$ cat src/rtl/button_event_decoder.sv
// button_event_decoder: turns debounced button levels into PRESS/RELEASE/LONG/REPEAT events on a valid/ready port.
// Define BUTTON_EVT_AUTOREPEAT_EN to emit REPEAT every REPEAT_CYCLES while a button stays in HELD.
module button_event_decoder #(
  parameter int LONG_CYCLES   = 50_000_000,
  parameter int REPEAT_CYCLES = 10_000_000,
  parameter int CNT_W         = 32
) (
  input  logic       clk,
  input  logic       rst,
  input  logic [3:0] btn_level,
  output logic       evt_valid,
  input  logic       evt_ready,
  output logic [1:0] evt_chan,
  output logic [1:0] evt_type,
  output logic [3:0] long_held,
  output logic [3:0] evt_overflow,
  input  logic       ovf_clr
);
`ifdef BUTTON_EVT_AUTOREPEAT_EN
  localparam bit AR_EN = 1'b1;
`else
  localparam bit AR_EN = 1'b0;
`endif
  localparam logic [1:0] T_PRESS = 2'b00, T_RELEASE = 2'b01, T_LONG = 2'b10, T_REPEAT = 2'b11;
  typedef enum logic [1:0] {IDLE, DOWN, HELD} state_t;
  state_t           r_state    [4];
  state_t           w_state_nx [4];
  logic [CNT_W-1:0] r_cnt      [4];
  logic [CNT_W-1:0] w_cnt_nx   [4];
  logic [1:0]       r_pend_type[4];
  logic [1:0]       w_gen_type [4];
  logic [3:0]       r_prev, r_pend_valid, w_rise, w_fall, w_gen, w_take, w_ovf_set;
  logic [1:0]       r_ptr, w_grant;
  logic             w_any, w_load;

  assign w_rise = btn_level & ~r_prev;
  assign w_fall = ~btn_level & r_prev;

  // a release always wins over a LONG/REPEAT terminal in the same cycle
  always_comb begin
    for (int c = 0; c < 4; c++) begin
      w_state_nx[c] = r_state[c];
      w_cnt_nx[c]   = '0;
      w_gen[c]      = 1'b0;
      w_gen_type[c] = T_PRESS;
      if (r_state[c] == IDLE) begin
        w_state_nx[c] = w_rise[c] ? DOWN : IDLE;
        w_gen[c]      = w_rise[c];
      end else if (w_fall[c]) begin
        w_state_nx[c] = IDLE;
        w_gen[c]      = 1'b1;
        w_gen_type[c] = T_RELEASE;
      end else if (r_state[c] == DOWN) begin
        w_gen[c]      = (r_cnt[c] == CNT_W'(LONG_CYCLES - 1));
        w_state_nx[c] = w_gen[c] ? HELD : DOWN;
        w_cnt_nx[c]   = w_gen[c] ? '0 : r_cnt[c] + 1'b1;
        w_gen_type[c] = T_LONG;
      end else if (AR_EN) begin
        w_gen[c]      = (r_cnt[c] == CNT_W'(REPEAT_CYCLES - 1));
        w_cnt_nx[c]   = w_gen[c] ? '0 : r_cnt[c] + 1'b1;
        w_gen_type[c] = T_REPEAT;
      end
    end
  end

  always_ff @(posedge clk or posedge rst) begin
    if (rst) begin
      for (int c = 0; c < 4; c++) begin
        r_state[c] <= IDLE;
        r_cnt[c]   <= '0;
      end
    end else begin
      for (int c = 0; c < 4; c++) begin
        r_state[c] <= w_state_nx[c];
        r_cnt[c]   <= w_cnt_nx[c];
      end
    end
  end

  // round-robin: first pending channel at or after the pointer
  always_comb begin
    w_grant = r_ptr;
    w_any   = |r_pend_valid;
    for (int k = 3; k >= 0; k--)
      w_grant = r_pend_valid[r_ptr + 2'(k)] ? r_ptr + 2'(k) : w_grant;
  end

  assign w_load    = ~evt_valid | evt_ready;
  assign w_take    = (w_load && w_any) ? 4'b0001 << w_grant : 4'b0000;
  assign w_ovf_set = w_gen & r_pend_valid & ~w_take;

  always_ff @(posedge clk or posedge rst) begin
    if (rst) begin
      r_prev       <= '0;
      r_pend_valid <= '0;
      r_ptr        <= '0;
      evt_valid    <= 1'b0;
      evt_chan     <= '0;
      evt_type     <= '0;
      evt_overflow <= '0;
      for (int c = 0; c < 4; c++) r_pend_type[c] <= '0;
    end else begin
      r_prev       <= btn_level;
      r_pend_valid <= (r_pend_valid & ~w_take) | w_gen;
      evt_overflow <= (ovf_clr ? 4'b0000 : evt_overflow) | w_ovf_set;
      for (int c = 0; c < 4; c++) if (w_gen[c]) r_pend_type[c] <= w_gen_type[c];
      if (w_load) evt_valid <= w_any;
      if (w_load && w_any) begin
        evt_chan <= w_grant;
        evt_type <= r_pend_type[w_grant];
        r_ptr    <= w_grant + 2'd1;
      end
    end
  end

  always_comb begin
    long_held = '0;
    for (int c = 0; c < 4; c++) long_held[c] = (r_state[c] == HELD);
  end
endmodule
$ cat config.mk
export PLATFORM = sky130hd
export DESIGN_NAME = button_event_decoder
export DESIGN_NICKNAME = d
export VERILOG_FILES = /design/src/rtl/button_event_decoder.sv
export SDC_FILE = /design/constraint.sdc
export NUM_CORES = 1
export LEC_CHECK = 0
export ABC_AREA = 1
export BUFFER_PORTS_ARGS = -buffer_cell sky130_fd_sc_hd__buf_2
export CORE_ASPECT_RATIO = 2
export CORE_UTILIZATION = 50
export CTS_CLUSTER_SIZE = 40
export DETAILED_ROUTE_END_ITERATION = 12
export GPL_TIMING_DRIVEN = 0
export PLACE_DENSITY = 0.73
export SLEW_MARGIN = 5
export SYNTH_ARGS = -nofsm -noshare
export SYNTH_HDL_FRONTEND = slang
export SYNTH_SLANG_ARGS = --single-unit
export TNS_END_PERCENT = 10
$ cat constraint.sdc
create_clock -name clk -period 13.8 [get_ports clk]
set_input_delay 3.45 -clock clk [delete_from_list [all_inputs] [get_ports clk]]
set_output_delay 3.45 -clock clk [all_outputs]
set_load 0.02 [all_outputs]
==> results of run 1 <==
-- per-layer routing --
metal | GRT usage, % | vias up | part of all wire (%)
met5 | 0 | - | 0
met4 | 15.7 | 0 | 5.1
met3 | 3.57 | 82 | 2.6
met2 | 49.5 | 169 | 56
met1 | 26.8 | 3932 | 37
li1 | - | 4211 | -
-- through the flow --
stage	area, sq um	utilization (%)	cells
finish	10600	56.4	1555
CTS	10600	56.4	1555
global route	10600	56.4	1555
global placement	9980	53.2	1522
floorplan	9560	-	1247
detailed placement	10000	53.4	1523
-- worst max-delay path by stage --
| stage | end | slack (ns) | depth (start not counted) |
|---|---|---|---|
| floorplan | evt_chan[0] | 5.95 | 1 |
| global placement | r_cnt[116] | 3.96 | 2 |
| detailed placement | r_cnt[24] | 8.92 | 6 |
| CTS | long_held[3] | 9.08 | 2 |
| global route | long_held[3] | 8.98 | 3 |
| finish | long_held[3] | 9.11 | 2 |
-- worst max-delay path, cell delays in order (launching register included) --
cell     delay [ns]
dfrtp_1        0.41
nor2_1         0.20
buf_2          0.20
-- state kept, by name, indices dropped and copies added, names as in the netlist --
signal        count
r_prev            4
evt_type          2
r_pend_type       8
evt_chan          2
r_cnt           128
r_ptr             2
evt_valid         1
evt_overflow      4
r_pend_valid      4
r_state           8
-- Yosys cell counts, types with 4 or more instances --
| master | instances | area share [%] |
|---|---|---|
| buf_4 | 7 | 0.55 |
| nor2_1 | 144 | 5.7 |
| nand2_2 | 21 | 1.4 |
| and3_1 | 4 | 0.26 |
| nand2_4 | 5 | 0.59 |
| nor2_4 | 12 | 1.4 |
| a211oi_1 | 7 | 0.55 |
| nor2_2 | 19 | 1.2 |
| xor2_1 | 24 | 2.2 |
| inv_1 | 172 | 6.8 |
| o21a_1 | 5 | 0.39 |
| ha_1 | 8 | 1.0 |
| nand4_1 | 47 | 3.1 |
| nand3_2 | 7 | 0.73 |
| inv_2 | 8 | 0.31 |
| o21ai_0 | 31 | 1.6 |
| nor3_4 | 5 | 0.85 |
| dfrtp_1 | 163 | 43 |
| xnor2_1 | 7 | 0.64 |
| o21ai_2 | 7 | 0.64 |
| a21oi_1 | 33 | 1.7 |
| nand2_1 | 235 | 9.2 |
| nand3_1 | 73 | 3.8 |
| a31oi_1 | 7 | 0.46 |
| nor3_1 | 120 | 6.3 |
| nor3_2 | 7 | 0.73 |
| nor3b_1 | 11 | 0.86 |
| nor4_1 | 31 | 2.0 |
-- layout by cell type, fill, tap and decap left out, types with 7 or more instances in the layout --
cell	Yosys	layout
nor2_4	12	12
nand4_1	47	47
nand2_1	235	235
nor2_1	144	144
inv_1	172	171
clkbuf_16	0	17
dfrtp_1	163	163
buf_4	7	7
nand3_2	7	7
nor3_2	7	7
nor3b_1	11	11
buf_2	2	22
o21ai_2	7	7
a211oi_1	7	7
nor4_1	31	31
nor2_2	19	19
xor2_1	24	24
a31oi_1	7	7
nand2_2	21	21
ha_1	8	8
xnor2_1	7	7
a21oi_1	33	33
nand3_1	73	73
nor3_1	120	120
o21ai_0	31	31
inv_2	8	8
-- power groups by stage --
stage | clock (mW) | combinational, mW | sequential [mW]
final | 0.458 | 0.342 | 0.554
after global routing | 0.485 | 0.391 | 0.558
after CTS | 0.466 | 0.344 | 0.554
after detailed placement | 0 | 0.342 | 0.562
after global placement | 0 | 0.335 | 0.561
after floorplan | 0 | 0.235 | 0.565
-- cell families after synthesis --
logic type / Yosys count
simple gates: 750
compound gates: 99
flops: 163
fa+ha+maj: 8
buf+inv: 196
xor+xnor: 31
-- final cells by class --
cell class | instances | share of cell area (%)
multi-input combinational | 888 | 44.5
timing repair buffer | 21 | 1.21
clock buffer | 20 | 4.32
buffer | 14 | 0.852
inverter | 182 | 6.56
tap | 255 | 3.02
sequential | 163 | 38.6
clock inverter | 12 | 1.01
==> impl_table.tex, run 1 <==
\begin{tabular}{lr}
\hline
Metric & Value \\
\hline
\multicolumn{2}{l}{\textbf{Status}} \\
\quad Status & completed \\
\multicolumn{2}{l}{\textbf{Yosys}} \\
\quad FFs w/ async S/R, synth & 100\% \\
\quad Primary FF master, synth & dfrtp\_1 \\
\quad Synthesized-area fraction occupied by and/or/nand/nor cells & 39.3\% \\
\quad Avg Inst Size Synth & 7.67 sq um \\
\quad Share of synthesized area occupied by flip-flops and latches & 42.7\% \\
\quad Number of enable flip-flop cells after synthesis & 0 \\
\quad XOR/XNOR Fraction of Synth Area & 2.84\% \\
\quad Instance count of the mapped netlist & 1247 \\
\quad Multiplexer fraction of the synthesized cell area & 0\% \\
\quad Net Count, Synth & 1263 \\
\quad Netlist area before placement & 9560 sq um \\
\quad Compound-gate portion of the synthesized area & 6.06\% \\
\quad Dominant combinational cell family by area after synthesis & simple AND/OR/NAND/NOR gates \\
\quad Flops \& latches, synth & 163 \\
\quad Warnings from Yosys & 0 \\
\quad Count of different cell masters after synthesis & 46 \\
\quad Post-Synth Adder-Cell Area & 1.05\% \\
\multicolumn{2}{l}{\textbf{CTS}} \\
\quad Number of clock buffers inserted by TritonCTS & 17 \\
\quad Post-CTS setup-driven buffer insertion count & 0 \\
\quad Clock latency on the worst-skew pair & 0.44 ns \\
\quad Deepest clock path buffer count & 2 \\
\quad Count of instances resized after the clock tree is built & 0 \\
\quad Clock input transition at the sequential cells of the worst setup and hold paths & 0.06 ns \\
\quad TritonCTS clock tree & built \\
\quad Clock Tree Root & clkbuf\_16 \\
\quad \# H-tree levels & 4 \\
\quad Clock sinks & 163 \\
\quad Number of buffers inserted by hold repair at cts & 0 \\
\multicolumn{2}{l}{\textbf{Power and ir drop}} \\
\quad Clock Power Share & 33.8\% \\
\quad Worst voltage drop across the vdd grid & 85.3 uV \\
\quad Internal power contribution & 879 uW \\
\quad Logic gate share of total power & 25.3\% \\
\quad Switching part of the total & 35.0\% \\
\quad P\_leak & 4.61 nW \\
\quad Switching power summed over all nets & 474 uW \\
\quad Proportion of power drawn by flip-flops and latches & 40.9\% \\
\quad Cell area power density & 128 nW/um\^{}2 \\
\quad Post-layout total power & 1.35 mW \\
\multicolumn{2}{l}{\textbf{STA}} \\
\quad Slew at the pin closest to its max-slew limit & 0.613 ns \\
\quad Post-layout minimum cycle time & 4.69 ns \\
\quad Maximum frequency from static timing analysis & 213 MHz \\
\quad Fin Clk Skew & 0.00959 ns \\
\quad Tightest hold margin & 0.473 ns \\
\quad Hold Fails Final Rpt & 0 \\
\quad Unrepaired setup endpoints after global routing & no \\
\quad Post-route worst setup slack & 9.11 ns \\
\quad Final-report setup violation count & 0 \\
\quad Fin. max-slew vios & 0 \\
\quad Summed negative setup slack over all endpoints & 0 ns \\
\quad Worst slew slack as a fraction of its limit & 59.2\% \\
\quad Final Cycle Share & 34.0\% \\
\multicolumn{2}{l}{\textbf{Min path}} \\
\quad Hold crit path type & reg2reg \\
\quad Hold Path Sink & evt\_overflow[0] \\
\quad Beginning of the worst hold path & evt\_overflow[0] \\
\quad Number of instances on the worst hold path & 2 \\
\multicolumn{2}{l}{\textbf{Setup path}} \\
\quad FF-to-FF End & evt\_overflow[0] \\
\quad Worst Reg-to-Reg Cells & 16 \\
\quad Worst r2r src & r\_ptr[0] \\
\quad Start point of the critical path & r\_state[0] \\
\quad Crit Path Max Fanout & 4 \\
\quad Setup Crit Path Kind & reg2out \\
\quad Critical path data required time & 10.35 ns \\
\quad Startpoint class of the critical path & register \\
\quad Data arrival time of the critical path & 1.24 ns \\
\quad Flop2flop setup slack & 11.38 ns \\
\quad Kind of end point of the critical path & output port \\
\multicolumn{2}{l}{\textbf{Layout}} \\
\quad Area taken by multi-input logic gates & 4700 sq um \\
\quad Synth-to-layout area growth & 10.6\% \\
\quad Register cell area after layout & 4080 sq um \\
\quad Number of antenna diodes & 0 \\
\quad Filler instances & 1805 \\
\quad Net total in the final layout & 1303 \\
\quad Fraction of layout cells with a size suffix above 1 & 12.7\% \\
\multicolumn{2}{l}{\textbf{GRT}} \\
\quad Wire length of the first global-routing pass & 40000 um \\
\quad Antenna violations before repair & 0 \\
\quad GRT Util Overall & 26.2\% \\
\quad Via count of the first global-routing pass & 8490 \\
\quad Remaining global-route overflow & 0 \\
\quad Largest net degree at the start of global routing & 117 \\
\multicolumn{2}{l}{\textbf{Route}} \\
\quad Remaining number of nets flagged by the antenna check after routing & 0 \\
\quad Count of vias placed by the detailed router & 8394 \\
\quad DRC violations left & 0 \\
\quad Routed WL per cell & 15.5 um \\
\quad Wire length after detailed routing & 24100 um \\
\quad Number of vias per cell & 5.40 \\
\quad DRC violation total after the first TritonRoute iteration & 408 \\
\quad Number of detailed-routing iterations run before antenna repair & 5 \\
\multicolumn{2}{l}{\textbf{Floorplan}} \\
\quad Total Die Area & 19700 sq um \\
\quad Num rows & 71 \\
\quad Starting density of the core & 51.0\% \\
\quad Number of ports placed on the die boundary & 21 \\
\quad Floorplan die width & 99.8 um \\
\quad Core outline area & 18700 sq um \\
\quad Y dimension of the die & 198 um \\
\multicolumn{2}{l}{\textbf{Placement}} \\
\quad \# port buffers & 20 \\
\quad Routability Congestion & 0.958 \\
\quad Post-Place Worst Slack & 8.92 ns \\
\quad Final HPWL DP & 18300 um \\
\multicolumn{2}{l}{\textbf{Flow run}} \\
\quad Total of max-cap violations & 0 \\
\hline
\end{tabular}
No activity file was read; power rests on OpenSTA's default activity.
==> run 2, diff against run 1 <==
- clock period: 13.8 -> 4.9 ns (I/O delays scaled with it)
==> run 2 against run 1 <==
  * Sequential power rose to 2.8 times the previous value
  * Largest cell class unchanged
  * Cell count stayed put
  * Design area up 0.33%
==> impl_table.tex, run 2 (synthesis gave the netlist of run 1 again) <==
\begin{tabular}{lr}
\hline
Metric & Value \\
\hline
\multicolumn{2}{l}{\textbf{Status}} \\
\quad Status & completed \\
\multicolumn{2}{l}{\textbf{Route}} \\
\quad Routed WL per cell & 15.4 um \\
\quad DRC violations left & 0 \\
\quad Remaining number of nets flagged by the antenna check after routing & 0 \\
\quad DRC violation total after the first TritonRoute iteration & 373 \\
\quad Number of detailed-routing iterations run before antenna repair & 5 \\
\quad Count of vias placed by the detailed router & 8447 \\
\quad Wire length after detailed routing & 23900 um \\
\quad Number of vias per cell & 5.43 \\
\multicolumn{2}{l}{\textbf{Setup path}} \\
\quad Critical path data required time & 3.67 ns \\
\quad Start point of the critical path & r\_state[0] \\
\quad Worst r2r src & r\_ptr[0] \\
\quad Number of stages on the worst setup path & 2 \\
\quad Slowest-stage cell, CP & dfrtp\_1 \\
\quad Setup Crit Path Kind & reg2out \\
\quad Crit Path Max Fanout & 4 \\
\quad Worst path buffer plus inverter count & 1 \\
\quad Kind of end point of the critical path & output port \\
\quad CP max stage delay & 0.40 ns \\
\quad Category of cells accounting for the largest share of critical-path delay & flip-flops \\
\quad Startpoint class of the critical path & register \\
\quad Critical Path Sink & long\_held[3] \\
\quad FF-to-FF End & evt\_overflow[1] \\
\quad Data arrival time of the critical path & 1.26 ns \\
\quad Crit-path cells & nor2\_1 -> buf\_2 \\
\quad Flop2flop setup slack & 2.55 ns \\
\quad Worst Reg-to-Reg Cells & 14 \\
\multicolumn{2}{l}{\textbf{GRT}} \\
\quad Met2 global-route usage & 48.6\% \\
\quad Largest net degree at the start of global routing & 41 \\
\quad Antenna violations before repair & 0 \\
\quad Remaining global-route overflow & 0 \\
\quad Layer carrying the most global-route usage & met2 \\
\quad Wire length of the first global-routing pass & 40100 um \\
\quad Via count of the first global-routing pass & 8536 \\
\quad Met3 Usage GRT & 3.68\% \\
\quad GRT Util Overall & 26.3\% \\
\quad Met1 usage in global routing & 26.2\% \\
\multicolumn{2}{l}{\textbf{Layout}} \\
\quad Filler instances & 1769 \\
\quad Most frequent cells in the layout & nand2\_1 (235), inv\_1 (171), dfrtp\_1 (163) \\
\quad Biggest registers after layout & r\_cnt x128, r\_pend\_type x8, r\_state x8 \\
\quad Number of antenna diodes & 0 \\
\quad Fraction of layout cells with a size suffix above 1 & 12.8\% \\
\quad Max reg flops & 128 \\
\quad Most flops, register & r\_cnt \\
\quad Synth-to-layout area growth & 11.0\% \\
\quad Commonest non-fill, non-tap cell in the layout & nand2\_1 \\
\quad Net total in the final layout & 1306 \\
\quad Final Non-Filler Cells & 1555 \\
\multicolumn{2}{l}{\textbf{STA}} \\
\quad Hold Fails Final Rpt & 0 \\
\quad Final Cycle Share & 50.7\% \\
\quad Summed negative setup slack over all endpoints & 0 ns \\
\quad Fin Clk Skew & 0.00963 ns \\
\quad Worst slew slack as a fraction of its limit & 57.1\% \\
\quad Post-layout minimum cycle time & 2.49 ns \\
\quad Post-route worst setup slack & 2.41 ns \\
\quad Unrepaired setup endpoints after global routing & no \\
\quad Fin. max-slew vios & 0 \\
\quad Final-report setup violation count & 0 \\
\quad Slew at the pin closest to its max-slew limit & 0.642 ns \\
\quad Maximum frequency from static timing analysis & 402 MHz \\
\multicolumn{2}{l}{\textbf{Placement}} \\
\quad Placed Cells & 1526 \\
\quad Routability Congestion & 0.964 \\
\quad Final HPWL DP & 18500 um \\
\quad \# port buffers & 20 \\
\quad Post-Place Worst Slack & 2.27 ns \\
\multicolumn{2}{l}{\textbf{Power and ir drop}} \\
\quad Logic gate share of total power & 25.4\% \\
\quad Proportion of power drawn by flip-flops and latches & 41.0\% \\
\quad Switching part of the total & 34.5\% \\
\quad P\_leak & 4.63 nW \\
\quad Clock Power Share & 33.6\% \\
\quad Cell area power density & 357 nW/um\^{}2 \\
\quad Internal power contribution & 2.48 mW \\
\quad Switching power summed over all nets & 1.31 mW \\
\quad Worst voltage drop across the vdd grid & 262 uV \\
\multicolumn{2}{l}{\textbf{CTS}} \\
\quad Post-CTS setup-driven buffer insertion count & 0 \\
\quad \# H-tree levels & 4 \\
\quad Number of buffers inserted by hold repair at cts & 0 \\
\quad Count of instances resized after the clock tree is built & 0 \\
\quad Clock latency on the worst-skew pair & 0.43 ns \\
\quad TritonCTS clock tree & built \\
\quad Clock sinks & 163 \\
\quad Clock Tree Root & clkbuf\_16 \\
\quad Number of clock buffers inserted by TritonCTS & 17 \\
\quad Deepest clock path buffer count & 2 \\
\quad Clock input transition at the sequential cells of the worst setup and hold paths & 0.06 ns \\
\multicolumn{2}{l}{\textbf{Min path}} \\
\quad Hold crit path type & reg2reg \\
\quad Beginning of the worst hold path & r\_cnt[0] \\
\multicolumn{2}{l}{\textbf{Floorplan}} \\
\quad Num rows & 71 \\
\quad Total Die Area & 19700 sq um \\
\quad Number of ports placed on the die boundary & 21 \\
\quad Core outline area & 18700 sq um \\
\quad Floorplan die width & 99.8 um \\
\quad Starting density of the core & 51.0\% \\
\quad Y dimension of the die & 198 um \\
\multicolumn{2}{l}{\textbf{Flow run}} \\
\quad Total of max-cap violations & 0 \\
\hline
\end{tabular}
## run 2: changes by cell type in the layout (fill, tap and decap cells not counted)
| cell | previous run | this run |
|---|---|---|
| buf_16 | 1 | 0 |
| clkbuf_1 | 4 | 3 |
| inv_8 | 1 | 0 |
| clkbuf_8 | 2 | 3 |
| clkinv_4 | 2 | 1 |
| clkinvlp_4 | 4 | 3 |
| buf_12 | 0 | 4 |
## run 2: metal layers
layer	wire (um)	up-vias
met5	0	-
met4	1630	0
met3	631	102
met2	13000	199
met1	8720	3948
li1	-	4198
## run 2: through the flow
step	instance area (sq um)	hold WS (ns)	util, %	total power, mW
finish	10600	0.472	56.6	3.79
global route	10600	0.496	56.6	4.03
CTS	10600	0.478	56.6	3.84
detailed placement	10100	0.458	53.7	2.55
global placement	9980	0.449	53.3	2.52
floorplan	9560	0.424	-	2.25
## run 2: how the worst min path moves through the flow
stage | to | depth (start not counted)
final | r_cnt[0] | 1
after global routing | r_cnt[0] | 1
after CTS | r_cnt[0] | 1
after detailed placement | r_cnt[0] | 1
after global placement | r_cnt[0] | 1
after floorplan | r_cnt[0] | 1
## run 2: cell type report
type	count	area (sq um)	area share, %
Multi-Input combinational cell	888	4700	44.3
Sequential cell	163	4080	38.4
Inverter	182	691	6.51
Clock buffer	20	467	4.40
Tap cell	255	319	3.01
Timing Repair Buffer	24	180	1.70
Buffer	14	90.1	0.849
Clock inverter	9	82.6	0.778
## run 2: power groups by stage
stage               registers [mW]  clock network (mW)  logic, mW
floorplan                     1.59                   0      0.662
CTS                           1.56                1.31      0.974
finish                        1.56                1.27      0.963
global placement              1.58                   0      0.944
detailed placement            1.58                   0      0.967
global route                  1.57                1.35       1.10
